===== config.mk =====
export PLATFORM = sky130hd
export DESIGN_NAME = pixel_stream_source
export DESIGN_NICKNAME = d
export VERILOG_FILES = /design/src/rtl/pixel_stream_source.sv
export SDC_FILE = /design/constraint.sdc
export NUM_CORES = 1
export LEC_CHECK = 0
export CAP_MARGIN = 5
export CORE_ASPECT_RATIO = 1.75
export CORE_MARGIN = 2
export CORE_UTILIZATION = 48
export DETAILED_ROUTE_END_ITERATION = 10
export PLACE_DENSITY_LB_ADDON = 0.1
export SLEW_MARGIN = 40
export SYNTH_ARGS = -nofsm -noshare
export SYNTH_HDL_FRONTEND = slang
export SYNTH_SLANG_ARGS = --single-unit

===== constraint.sdc =====
create_clock -name clk -period 1.9 [get_ports clk]
set_input_delay 0.57 -clock clk [delete_from_list [all_inputs] [get_ports clk]]
set_output_delay 0.57 -clock clk [all_outputs]
set_load 0.05 [all_outputs]

===== src/rtl/pixel_stream_source.sv =====
// pixel_stream_source: raster-order frame reader with valid/stall output and a one-entry skid register
// Ports: clk; rst (async, active-low); start (frame request, IDLE only);
//   busy/done (frame status); mem_rd_en/mem_addr/mem_rd_data (sync-read RAM, 1-cycle latency);
//   stall (downstream backpressure); data_out/valid_out/plane_last/chan_idx (pixel stream).
module pixel_stream_source #(
  parameter int DATA_WIDTH = 32,
  parameter int WIDTH      = 5,
  parameter int HEIGHT     = 5,
  parameter int CHANNELS   = 1,
  parameter int ADDR_WIDTH = 16,
  parameter int BASE_ADDR  = 0
) (
  input  logic                  clk,
  input  logic                  rst,
  input  logic                  start,
  output logic                  busy,
  output logic                  done,
  output logic                  mem_rd_en,
  output logic [ADDR_WIDTH-1:0] mem_addr,
  input  logic [DATA_WIDTH-1:0] mem_rd_data,
  input  logic                  stall,
  output logic [DATA_WIDTH-1:0] data_out,
  output logic                  valid_out,
  output logic                  plane_last,
  output logic [7:0]            chan_idx
);
  localparam int PLANE = WIDTH * HEIGHT;
  localparam int TOTAL = PLANE * CHANNELS;
  localparam int PW    = $clog2(PLANE) > 0 ? $clog2(PLANE) : 1;
  typedef enum logic [1:0] {IDLE, RUN, DRAIN, DONE} state_t;
  state_t                state;
  logic [ADDR_WIDTH-1:0] idx;
  logic [PW-1:0]         pix;
  logic [7:0]            ch;
  logic                  fl_v, fl_last;
  logic [7:0]            fl_ch;
  logic                  sk_v, sk_last;
  logic [7:0]            sk_ch;
  logic [DATA_WIDTH-1:0] sk_data;
  logic                  issue, free, pix_end;
  // A read is only issued when its return is guaranteed a home: the skid is empty
  // and the output is not stalled, so the skid can never overflow.
  assign issue     = state == RUN && !stall && !sk_v;
  assign free      = !valid_out || !stall;
  assign pix_end   = pix == PW'(PLANE - 1);
  assign mem_rd_en = issue;
  assign mem_addr  = state == IDLE ? '0 : ADDR_WIDTH'(BASE_ADDR) + idx;
  assign busy      = state == RUN || state == DRAIN;
  assign done      = state == DONE;
  always_ff @(posedge clk or negedge rst) begin
    if (!rst) begin
      state      <= IDLE;
      idx        <= '0;
      pix        <= '0;
      ch         <= '0;
      fl_v       <= 1'b0;
      fl_last    <= 1'b0;
      fl_ch      <= '0;
      sk_v       <= 1'b0;
      sk_last    <= 1'b0;
      sk_ch      <= '0;
      sk_data    <= '0;
      data_out   <= '0;
      valid_out  <= 1'b0;
      plane_last <= 1'b0;
      chan_idx   <= '0;
    end else begin
      fl_v    <= issue;
      fl_last <= pix_end;
      fl_ch   <= ch;
      case (state)
        IDLE: if (start) begin
          state <= RUN;
          idx   <= '0;
          pix   <= '0;
          ch    <= '0;
        end
        RUN: if (issue) begin
          idx   <= idx + 1'b1;
          pix   <= pix_end ? '0 : pix + 1'b1;
          ch    <= ch + 8'(pix_end);
          state <= idx == ADDR_WIDTH'(TOTAL - 1) ? DRAIN : RUN;
        end
        // Last pixel leaves only when nothing remains in flight or in the skid.
        DRAIN: if (valid_out && !stall && !sk_v && !fl_v) state <= DONE;
        DONE: state <= IDLE;
      endcase
      if (free) begin
        valid_out <= sk_v || fl_v;
        sk_v      <= 1'b0;
        if (sk_v) begin
          data_out   <= sk_data;
          plane_last <= sk_last;
          chan_idx   <= sk_ch;
        end else if (fl_v) begin
          data_out   <= mem_rd_data;
          plane_last <= fl_last;
          chan_idx   <= fl_ch;
        end
      end else if (fl_v) begin
        sk_v    <= 1'b1;
        sk_data <= mem_rd_data;
        sk_last <= fl_last;
        sk_ch   <= fl_ch;
      end
    end
  end
endmodule


==> run metrics, run 1 <==
status finished, violations left; failing checks DRC, setup timing; Bufs on Longest Clock Path 2; CP Capture Type primary output; initial antenna violation count 0; Cell Pwr Density around 1700 nW/um^2; DP Worst Slack -0.7897 ns; vias in the first global route between 4000 and 5000; layout cell share with drive strength beyond 1 between 30% and 40%; Area growth syn-to-layout 48.47%; chip height approximately 150 um; Yosys top cell by area dfrtp_1; CP Max Fanout 8; Synthesized Nets approximately 560; maxcap violations 0; CTS Buf Count 17; minimum clock period about 2.1 ns; number of synthesized register bits roughly 130; DP Wirelength 8935 um; GP Congestion 0.9370; Inst Count DP about 760; Crit Path Category reg2out; combinational power share a little under half; Layout Cells excl Fill between 800 and 900; net load switching power ~5.4 mW; VDD IR max ~1500 uV; WL per Instance about 17 um; Core Area roughly 12000 sq um; Mapped Cells between 500 and 600; switching part of the total 38.87%; Pint between 8 and 9 mW; Inserted Diodes 0; Hold Violations, Final 0; initial drt markers 234; RSZ-0062 raised after global routing true; CP Data Required Time 1.33 ns; nets roughly 700; Final Worst Setup Slack -0.2110 ns; share of the core filled with cells between 70 and 80%; row cnt between 50 and 60; Vias ~4400; register area about 3100 sq um; CTS root buffer clkbuf_16; sequential area share after synthesis approximately 56%; Post-DP Area approximately 7300 sq um; Synth area leaders dfrtp_1 56%, mux2_2 8.8%, mux2i_1 8.4%, o21ai_0 5.2%, nand2_1 4.5%; starting density of the core between 40% and 50%; Finished Cell Area about 8300 sq um; DR DRC count 9; Via density roughly 5.5; Ports 97; Hold WS around 0.42 ns; Slew @ Worst Pin just under 0.8 ns; Multi-input gate area around 2700 sq um; share of power burned in registers between 20% and 30%; CP max-delay cell dfrtp_2; setup_tns -4.108 ns; number of synthesized flops with an enable pin 0; yosys warns 0; Power Total approximately 14 mW; clock skew 0.006743 ns; first-pass GRT wire length ~22000 um; Die Area around 13000 sq um; crit path launch type flip-flop; fmax between 0.4 and 0.5 GHz; Synth cell types 37; worst min-delay path class reg2reg; CTS tree done; total congestion overflow 0; Reg clk slew, reported paths approximately 0.06 ns; # port buffers 96; fin. max-slew vios 0; Worst EP arrival 1.54 ns; pin count of the biggest net entering global routing 82; DRT Pass-1 Iters 10; CTS sink count ~130; crit-path cells inv_2 > ha_4 > buf_16 > nor2b_4 > buf_12; H-tree levels 4; synthesized cell area ~5600 sq um; Async S/R FF share, synth 100.0%; drt total wl 13450 um; Leakage Power 3.659 nW; final setup fails 24; Die Width 85.79 um; Fillers approximately 830; GR Util All Layers between 20% and 30%; antenna-violating nets left 0; clock latency on the worst-skew pair roughly 0.41 ns; post-synth top area share 55.67%; syn_area_per_cell 11.02 sq um; relative slew slack between 40% and 50%; Top FF cell, synth dfrtp_1; Final Cycle Share 111.1%; clock network power share 24.4%; slowest stage delay, CP 0.42 ns
[power by group through the flow]
stage,sequential [mW],clock [mW],combinational (mW)
after floorplan,5.18,0,2.54
after global placement,4.06,0,5.72
after detailed placement,4.12,0,5.84
after CTS,4.09,3.44,6.19
after global routing,4.19,3.56,6.79
final,4.09,3.37,6.36
[flip-flops by register name, summed over array words and instances (netlist names), named ones only]
| signal | count |
|---|---|
| valid_out | 1 |
| fl_v | 1 |
| pix | 5 |
| data_out | 32 |
| sk_last | 1 |
| state | 1 |
| idx | 16 |
| plane_last | 1 |
| sk_data | 32 |
| fl_ch | 8 |
| sk_v | 1 |
| sk_ch | 8 |
| chan_idx | 8 |
| fl_last | 1 |
| ch | 8 |
[synthesized netlist by cell type (2+ instances only)]
| cell type | number |
|---|---|
| mux2i_1 | 47 |
| a21oi_1 | 10 |
| xnor2_1 | 3 |
| buf_2 | 3 |
| o31ai_1 | 3 |
| or4_1 | 4 |
| dfrtp_1 | 125 |
| mux2_2 | 44 |
| nor4_1 | 9 |
| nand4_1 | 7 |
| o21a_1 | 2 |
| nand3_1 | 14 |
| or3_1 | 3 |
| ha_1 | 10 |
| inv_1 | 12 |
| nor3_1 | 10 |
| buf_1 | 9 |
| o21ai_0 | 58 |
| nor2b_1 | 12 |
| nand2_1 | 67 |
| clkbuf_1 | 19 |
| nor2_1 | 20 |
| and4b_1 | 2 |
| a22o_1 | 4 |
[kinds of logic (layout without fill, tap and decap cells)]
| logic type | count (synthesis) | after routing | share of synthesized area [%] |
|---|---|---|---|
| compound gates | 84 | 84 | 8.395 |
| xor+xnor | 3 | 3 | 0.4677 |
| fa+ha+maj | 10 | 10 | 2.227 |
| buf+inv | 43 | 206 | 2.939 |
| flops | 125 | 125 | 55.67 |
| mux | 91 | 91 | 17.19 |
| simple gates | 154 | 154 | 13.12 |
[path summary, 6_finish.rpt]
path / startpoint / endpoint / slack (ns) / depth (start not counted)
max in group asynchronous: rst / idx[8] / 0.72 / 3
hold reg to reg: ch[0] / fl_ch[0] / 0.42 / 0
hold / removal: ch[0] / fl_ch[0] / 0.42 / 0
setup reg to reg: state[0] / idx[11] / -0.16 / 6
min in group asynchronous: rst / data_out[5] / 0.53 / 2
setup / recovery: state[0] / mem_addr[8] / -0.21 / 5
[layout by cell type (no fill, tap or decap), drive strengths merged, types with 8 or more instances in the layout]
cell type,count
a21oi,10
nand2,67
clkdlybuf4s50,33
buf,127
clkinv,8
mux2,44
ha,10
clkbuf,18
nor4,9
dfrtp,125
inv,14
mux2i,47
o21ai,59
nor2,20
nor2b,12
nand3,14
nor3,10
[worst max-delay path: cells and delay by family (launching register included)]
family,cells,cell delay (ns)
DFF,1,0.42
buffers and inverters,3,0.38
adders and majority gates,1,0.20
and+or+nand+nor,1,0.13
[layout make-up]
type / count / area share, %
clock inverters: 14 / 2.310
multi-input cells: 342 / 32.26
well taps: 135 / 2.025
flip-flops and latches: 125 / 37.54
repair buffers: 162 / 20.16
clock buffers: 18 / 5.144
inverters: 12 / 0.5699
[metal layers]
layer / GRT usage (%) / routed length [um]
met5: 0 / 0
met4: 7.381 / 276
met2: 41.21 / 7609
met3: 5.449 / 486
met1: 24.23 / 5080
[timing repair]
item	in CTS	in global routing
resized for setup	26	34
setup buffers	7	9
cloned	1	0
hold buffers	1	0
pin swaps	8	10
hold endpoints to repair	7	0
endpoints found under the setup margin	34	37
No activity file was read; power rests on OpenSTA's default activity.
==> run 2, diff against run 1 <==
--- a/config.mk
+++ b/config.mk
@@ -9,6 +9,7 @@
 export CORE_ASPECT_RATIO = 1.75
 export CORE_MARGIN = 2
 export CORE_UTILIZATION = 48
+export CTS_BUF_LIST = sky130_fd_sc_hd__clkbuf_16
 export DETAILED_ROUTE_END_ITERATION = 10
 export PLACE_DENSITY_LB_ADDON = 0.1
 export SLEW_MARGIN = 40
==> run 2 against run 1 <==
  * The flow still finishes with violations (DRC, setup timing)
  * Die area unchanged
  * Maximum frequency about the same
  * Register-to-register slack hardly changed
  * Final area did not move
  * Power about the same
  * Clock power about the same
  * Core utilization stayed put
  * Clock skew about the same
==> run metrics, run 2 (synthesized netlist as in run 1, its figures left out) <==
GR Util All Layers 22.22% (unchanged); CP max-delay cell dfrtp_2 (unchanged); row cnt 52 (unchanged); Final Worst Setup Slack -0.2116 ns (was -0.2110 ns); maxcap violations 0 (unchanged); CTS tree done (unchanged); initial drt markers 234 (unchanged); layout cell share with drive strength beyond 1 39.08% (unchanged); starting density of the core 48.79% (unchanged); Layout Cells excl Fill 808 (unchanged); Die Area 12620 sq um (unchanged); CP Data Required Time 1.33 ns (about the same); CTS root buffer clkbuf_16 (unchanged); GP Congestion 0.9370 (unchanged); Post-DP Area 7327 sq um (unchanged); # port buffers 96 (unchanged); fmax 0.4736 GHz (was 0.4737 GHz); slowest stage delay, CP 0.42 ns (about the same); clock skew 0.006742 ns (was 0.006743 ns); Inserted Diodes 0 (unchanged); chip height 147.1 um (unchanged); Via density 5.470 (was 5.462); Crit Path Category reg2out (unchanged); status finished, violations left (unchanged); Bufs on Longest Clock Path 2 (unchanged); antenna-violating nets left 0 (unchanged); Cell Pwr Density 1657 nW/um^2 (about the same); total congestion overflow 0 (unchanged); CP Max Fanout 8 (unchanged); switching part of the total 38.90% (was 38.87%); Ports 97 (unchanged); Inst Count DP 759 (unchanged); failing checks DRC, setup timing (unchanged); Pint 8.445 mW (was 8.451 mW); Vias 4420 (was 4413); crit-path cells inv_2 > ha_4 > buf_16 > nor2b_4 > buf_12 (unchanged); DR DRC count 9 (unchanged); Die Width 85.79 um (unchanged); crit path launch type flip-flop (unchanged); Largest regs data_out (32), sk_data (32), idx (16) (unchanged); nets 706 (unchanged); Finished Cell Area 8343 sq um (unchanged); DRT Pass-1 Iters 10 (unchanged); Hold WS 0.4200 ns (was 0.4199 ns); worst min-delay path class reg2reg (unchanged); CTS sink count 125 (unchanged); Leakage Power 3.663 nW (was 3.659 nW); DP Wirelength 8935 um (unchanged); clock latency on the worst-skew pair 0.41 ns (about the same); DP Worst Slack -0.7897 ns (unchanged); final setup fails 24 (unchanged); drt total wl 13460 um (was 13450 um); CTS Buf Count 17 (unchanged); most frequent cells in the layout 122 x dfrtp_1, 94 x buf_4, 66 x nand2_1 (unchanged); Hold Violations, Final 0 (unchanged); VDD IR max 1456 uV (about the same); net load switching power 5.376 mW (was 5.373 mW); Area growth syn-to-layout 48.47% (unchanged); Slew @ Worst Pin 0.7747 ns (was 0.7736 ns); setup_tns -4.122 ns (was -4.108 ns); combinational power share 46.0% (about the same); WL per Instance 16.66 um (was 16.65 um); vias in the first global route 4607 (unchanged); Buffers & Inverters on Critical Path 3 (unchanged); Final Cycle Share 111.1% (about the same); Core Area 11520 sq um (unchanged); share of power burned in registers 29.6% (about the same); fin. max-slew vios 0 (unchanged); pin count of the biggest net entering global routing 82 (unchanged); commonest non-fill, non-tap cell in the layout dfrtp_1 (unchanged); Worst EP arrival 1.54 ns (about the same); initial antenna violation count 0 (unchanged); CP Capture Type primary output (unchanged); CP top delay family flip-flops (unchanged); first-pass GRT wire length 22090 um (unchanged); Reg clk slew, reported paths 0.06 ns (about the same); RSZ-0062 raised after global routing true (unchanged); clock network power share 24.4% (about the same); relative slew slack 48.35% (was 48.43%); H-tree levels 4 (unchanged); minimum clock period 2.112 ns (was 2.111 ns)
==> run 2: changes by cell type in the layout (fill, tap and decap cells not counted) <==
cell,delta
inv_1,+1
clkbuf_1,-1
==> run 2: worst paths after layout <==
| kind | start | endpoint | slack [ns] | cells past startpoint |
|---|---|---|---|---|
| max | state[0] | mem_addr[8] | -0.21 | 5 |
| min | ch[0] | fl_ch[0] | 0.42 | 0 |
| max reg2reg | state[0] | idx[11] | -0.16 | 6 |
| min reg2reg | ch[0] | fl_ch[0] | 0.42 | 0 |
| max in group asynchronous | rst | idx[8] | 0.72 | 3 |
| min in group asynchronous | rst | data_out[5] | 0.53 | 2 |
==> run 2: cell type report <==
| cell class | count | area (sq um) |
|---|---|---|
| Fill cell | 827 | 3173 |
| Multi-Input combinational cell | 342 | 2691 |
| Sequential cell | 125 | 3132 |
| Inverter | 12 | 47.55 |
| Clock buffer | 17 | 425.4 |
| Tap cell | 135 | 168.9 |
| Timing Repair Buffer | 162 | 1682 |
| Clock inverter | 15 | 196.4 |
==> run 2: layer usage <==
metal | global-route usage [%] | share of wire (%) | up-vias
met3 | 5.449 | 3.6 | 28
met4 | 7.381 | 2.1 | 0
li1 | - | - | 2101
met1 | 24.23 | 38 | 2187
met2 | 41.21 | 57 | 104
met5 | 0 | 0 | -
==> run 2: power by group through the flow <==
stage / logic [mW] / registers (mW) / clock network, mW
after floorplan: 2.54 / 5.18 / 0
after global placement: 5.72 / 4.06 / 0
after detailed placement: 5.84 / 4.12 / 0
after CTS: 6.19 / 4.09 / 3.43
after global routing: 6.79 / 4.19 / 3.55
final: 6.36 / 4.09 / 3.37
==> run 2: stage by stage <==
stage          utilization, %  total power, mW
3_5_place_dp            63.62            9.965
5_1_grt                 72.45            14.53
2_1_floorplan               -            7.724
4_1_cts                 70.57            13.70
3_3_place_gp            63.62            9.776
6_report                72.45            13.82
==> run 2: timing repair <==
action                                  CTS  global route
endpoints found under the hold margin     7             0
buffers inserted                          7             9
cloned                                    1             0
resized for setup                        26            34
hold buffers                              1             0
endpoints found under the setup margin   34            37
pin swaps                                 8            10
==> run 3, diff against run 2 <==
==> constraint.sdc (replaced) <==
create_clock -name clk -period 1.9 [get_ports clk]
set_input_delay 0.19 -clock clk [delete_from_list [all_inputs] [get_ports clk]]
set_output_delay 0.19 -clock clk [all_outputs]
set_load 0.05 [all_outputs]
==> run 3 against run 2 <==
  * The run still ends with DRC, setup timing left
  * Setup slack improved by 0.14 ns
  * Sequential share of layout area increased by 1.6 points
  * Power down 5.6%
==> run metrics, run 3 (synthesized netlist as in run 1, its figures left out) <==
status finished, violations left (unchanged); failing checks DRC, setup timing (unchanged); Ports 97 (unchanged); Reg clk slew, reported paths 0.06 ns (about the same); Cell Pwr Density 1630 nW/um^2 (was 1657 nW/um^2); CP Capture Type flip-flop (was primary output); Inserted Diodes 0 (unchanged); Crit Path Category reg2reg (was reg2out); # port buffers 96 (unchanged); Via density 5.545 (was 5.470); Final Cycle Share 103.8% (was 111.1%); Worst EP arrival 2.30 ns (was 1.54 ns); maxcap violations 0 (unchanged); H-tree levels 4 (unchanged); minimum clock period 1.972 ns (was 2.112 ns); Hold Violations, Final 0 (unchanged); Bufs on Longest Clock Path 2 (unchanged); CP Data Required Time 2.23 ns (was 1.33 ns); GR Util All Layers 21.54% (was 22.22%); pin count of the biggest net entering global routing 53 (was 82); Finished Cell Area 7999 sq um (was 8343 sq um); CTS tree done (unchanged); most frequent cells in the layout 122 x dfrtp_1, 76 x clkdlybuf4s50_1, 67 x nand2_1 (was 122 x dfrtp_1, 94 x buf_4, 66 x nand2_1); chip height 147.1 um (unchanged); clock latency on the worst-skew pair 0.40 ns (was 0.41 ns); DR DRC count 9 (unchanged); DP Worst Slack -0.2160 ns (was -0.7897 ns); CTS sink count 125 (unchanged); initial drt markers 210 (was 234); row cnt 52 (unchanged); crit path launch type flip-flop (unchanged); initial antenna violation count 0 (unchanged); DRT Pass-1 Iters 10 (unchanged); drt total wl 12990 um (was 13460 um); Hold WS 0.2746 ns (was 0.4200 ns); Inst Count DP 751 (was 759); reg-to-reg slack, setup -0.07 ns (was -0.16 ns); CTS Buf Count 17 (unchanged); fin. max-slew vios 0 (unchanged); WL per Instance 16.47 um (was 16.66 um); final setup fails 4 (was 24); fmax 0.5072 GHz (was 0.4736 GHz); nets 687 (was 706); commonest non-fill, non-tap cell in the layout dfrtp_1 (unchanged); Largest regs data_out (32), sk_data (32), idx (16) (unchanged); Die Width 85.79 um (unchanged); CTS root buffer clkbuf_16 (unchanged); CP Max Fanout 5 (was 8); Leakage Power 3.431 nW (was 3.663 nW); Slew @ Worst Pin 0.7452 ns (was 0.7747 ns); VDD IR max 1316 uV (was 1456 uV); share of the core filled with cells 69.46% (was 72.45%); DP Wirelength 8887 um (was 8935 um); Layout Cells excl Fill 789 (was 808); Die Area 12620 sq um (unchanged); worst min-delay path class in2async (was reg2reg); vias in the first global route 4587 (was 4607); RSZ-0062 raised after global routing true (unchanged); clock skew 0.01064 ns (was 0.006742 ns); antenna-violating nets left 0 (unchanged); Final Worst Setup Slack -0.07170 ns (was -0.2116 ns); starting density of the core 48.79% (unchanged); layout cell share with drive strength beyond 1 27.22% (was 39.08%); total congestion overflow 0 (unchanged); Area growth syn-to-layout 42.35% (was 48.47%); Vias 4375 (was 4420); Core Area 11520 sq um (unchanged); relative slew slack 50.32% (was 48.35%); Post-DP Area 7194 sq um (was 7327 sq um); first-pass GRT wire length 21690 um (was 22090 um); GP Congestion 0.9007 (was 0.9370)
-- run 3: cell count changes in the layout (fill, tap and decap cells not counted), sizes merged --
| cell | previous run | this run |
|---|---|---|
| bufinv | 4 | 3 |
| clkinvlp | 0 | 3 |
| clkdlybuf4s15 | 1 | 0 |
| buf | 127 | 66 |
| clkdlybuf4s50 | 33 | 76 |
| inv | 15 | 14 |
| clkinv | 8 | 7 |
-- run 3: timing repair --
item                                    in CTS  in global routing
endpoints found under the setup margin      13                 44
hold endpoints to repair                    27                  0
pin swaps                                    7                  4
hold buffers                                 1                  0
buffers inserted                             2                  3
resized for setup                           15                 27
-- run 3: area by class of cell --
| type | count | area [sq um] |
|---|---|---|
| clock buffers | 17 | 425.4 |
| clock inverters | 15 | 170.2 |
| fillers | 849 | 3517 |
| inverters | 12 | 45.04 |
| multi-input cells | 342 | 2496 |
| flip-flops and latches | 125 | 3132 |
| well taps | 135 | 168.9 |
| repair buffers | 143 | 1562 |
-- run 3: worst max-delay path: stages (launching register included) --
cell	delay [ns]
dfrtp_2	0.44
ha_4	0.19
o21a_4	0.13
or4_4	0.57
or4_4	0.44
a21oi_2	0.14
-- run 3: worst paths after layout --
path / startpoint / to / cells past startpoint
min: rst / data_out[5] / 2
max: state[0] / idx[13] / 5
max in group asynchronous: rst / idx[3] / 3
max reg2reg: state[0] / idx[13] / 5
min reg2reg: ch[0] / fl_ch[0] / 0
min in group clk: ch[0] / fl_ch[0] / 0
-- run 3: routing by layer --
layer / global-route usage [%] / part of all wire (%)
met3: 4.494 / 4.0
met4: 10.40 / 3.1
met5: 0 / 0
met1: 23.76 / 38
met2: 38.59 / 55
-- run 3: per-stage QoR --
step / power (mW) / setup TNS, ns
after floorplan: 7.499 / -0.5359
after global placement: 9.525 / -0.9601
after detailed placement: 9.683 / -1.402
after CTS: 13.00 / -0.2922
after global routing: 13.74 / -0.4402
final: 13.04 / -0.1780
-- run 3: power breakdown --
group | internal, mW | switching (mW) | total, mW
combinational | 2.38 | 3.36 | 5.74
sequential | 3.54 | 0.539 | 4.08
clock | 2.06 | 1.16 | 3.22
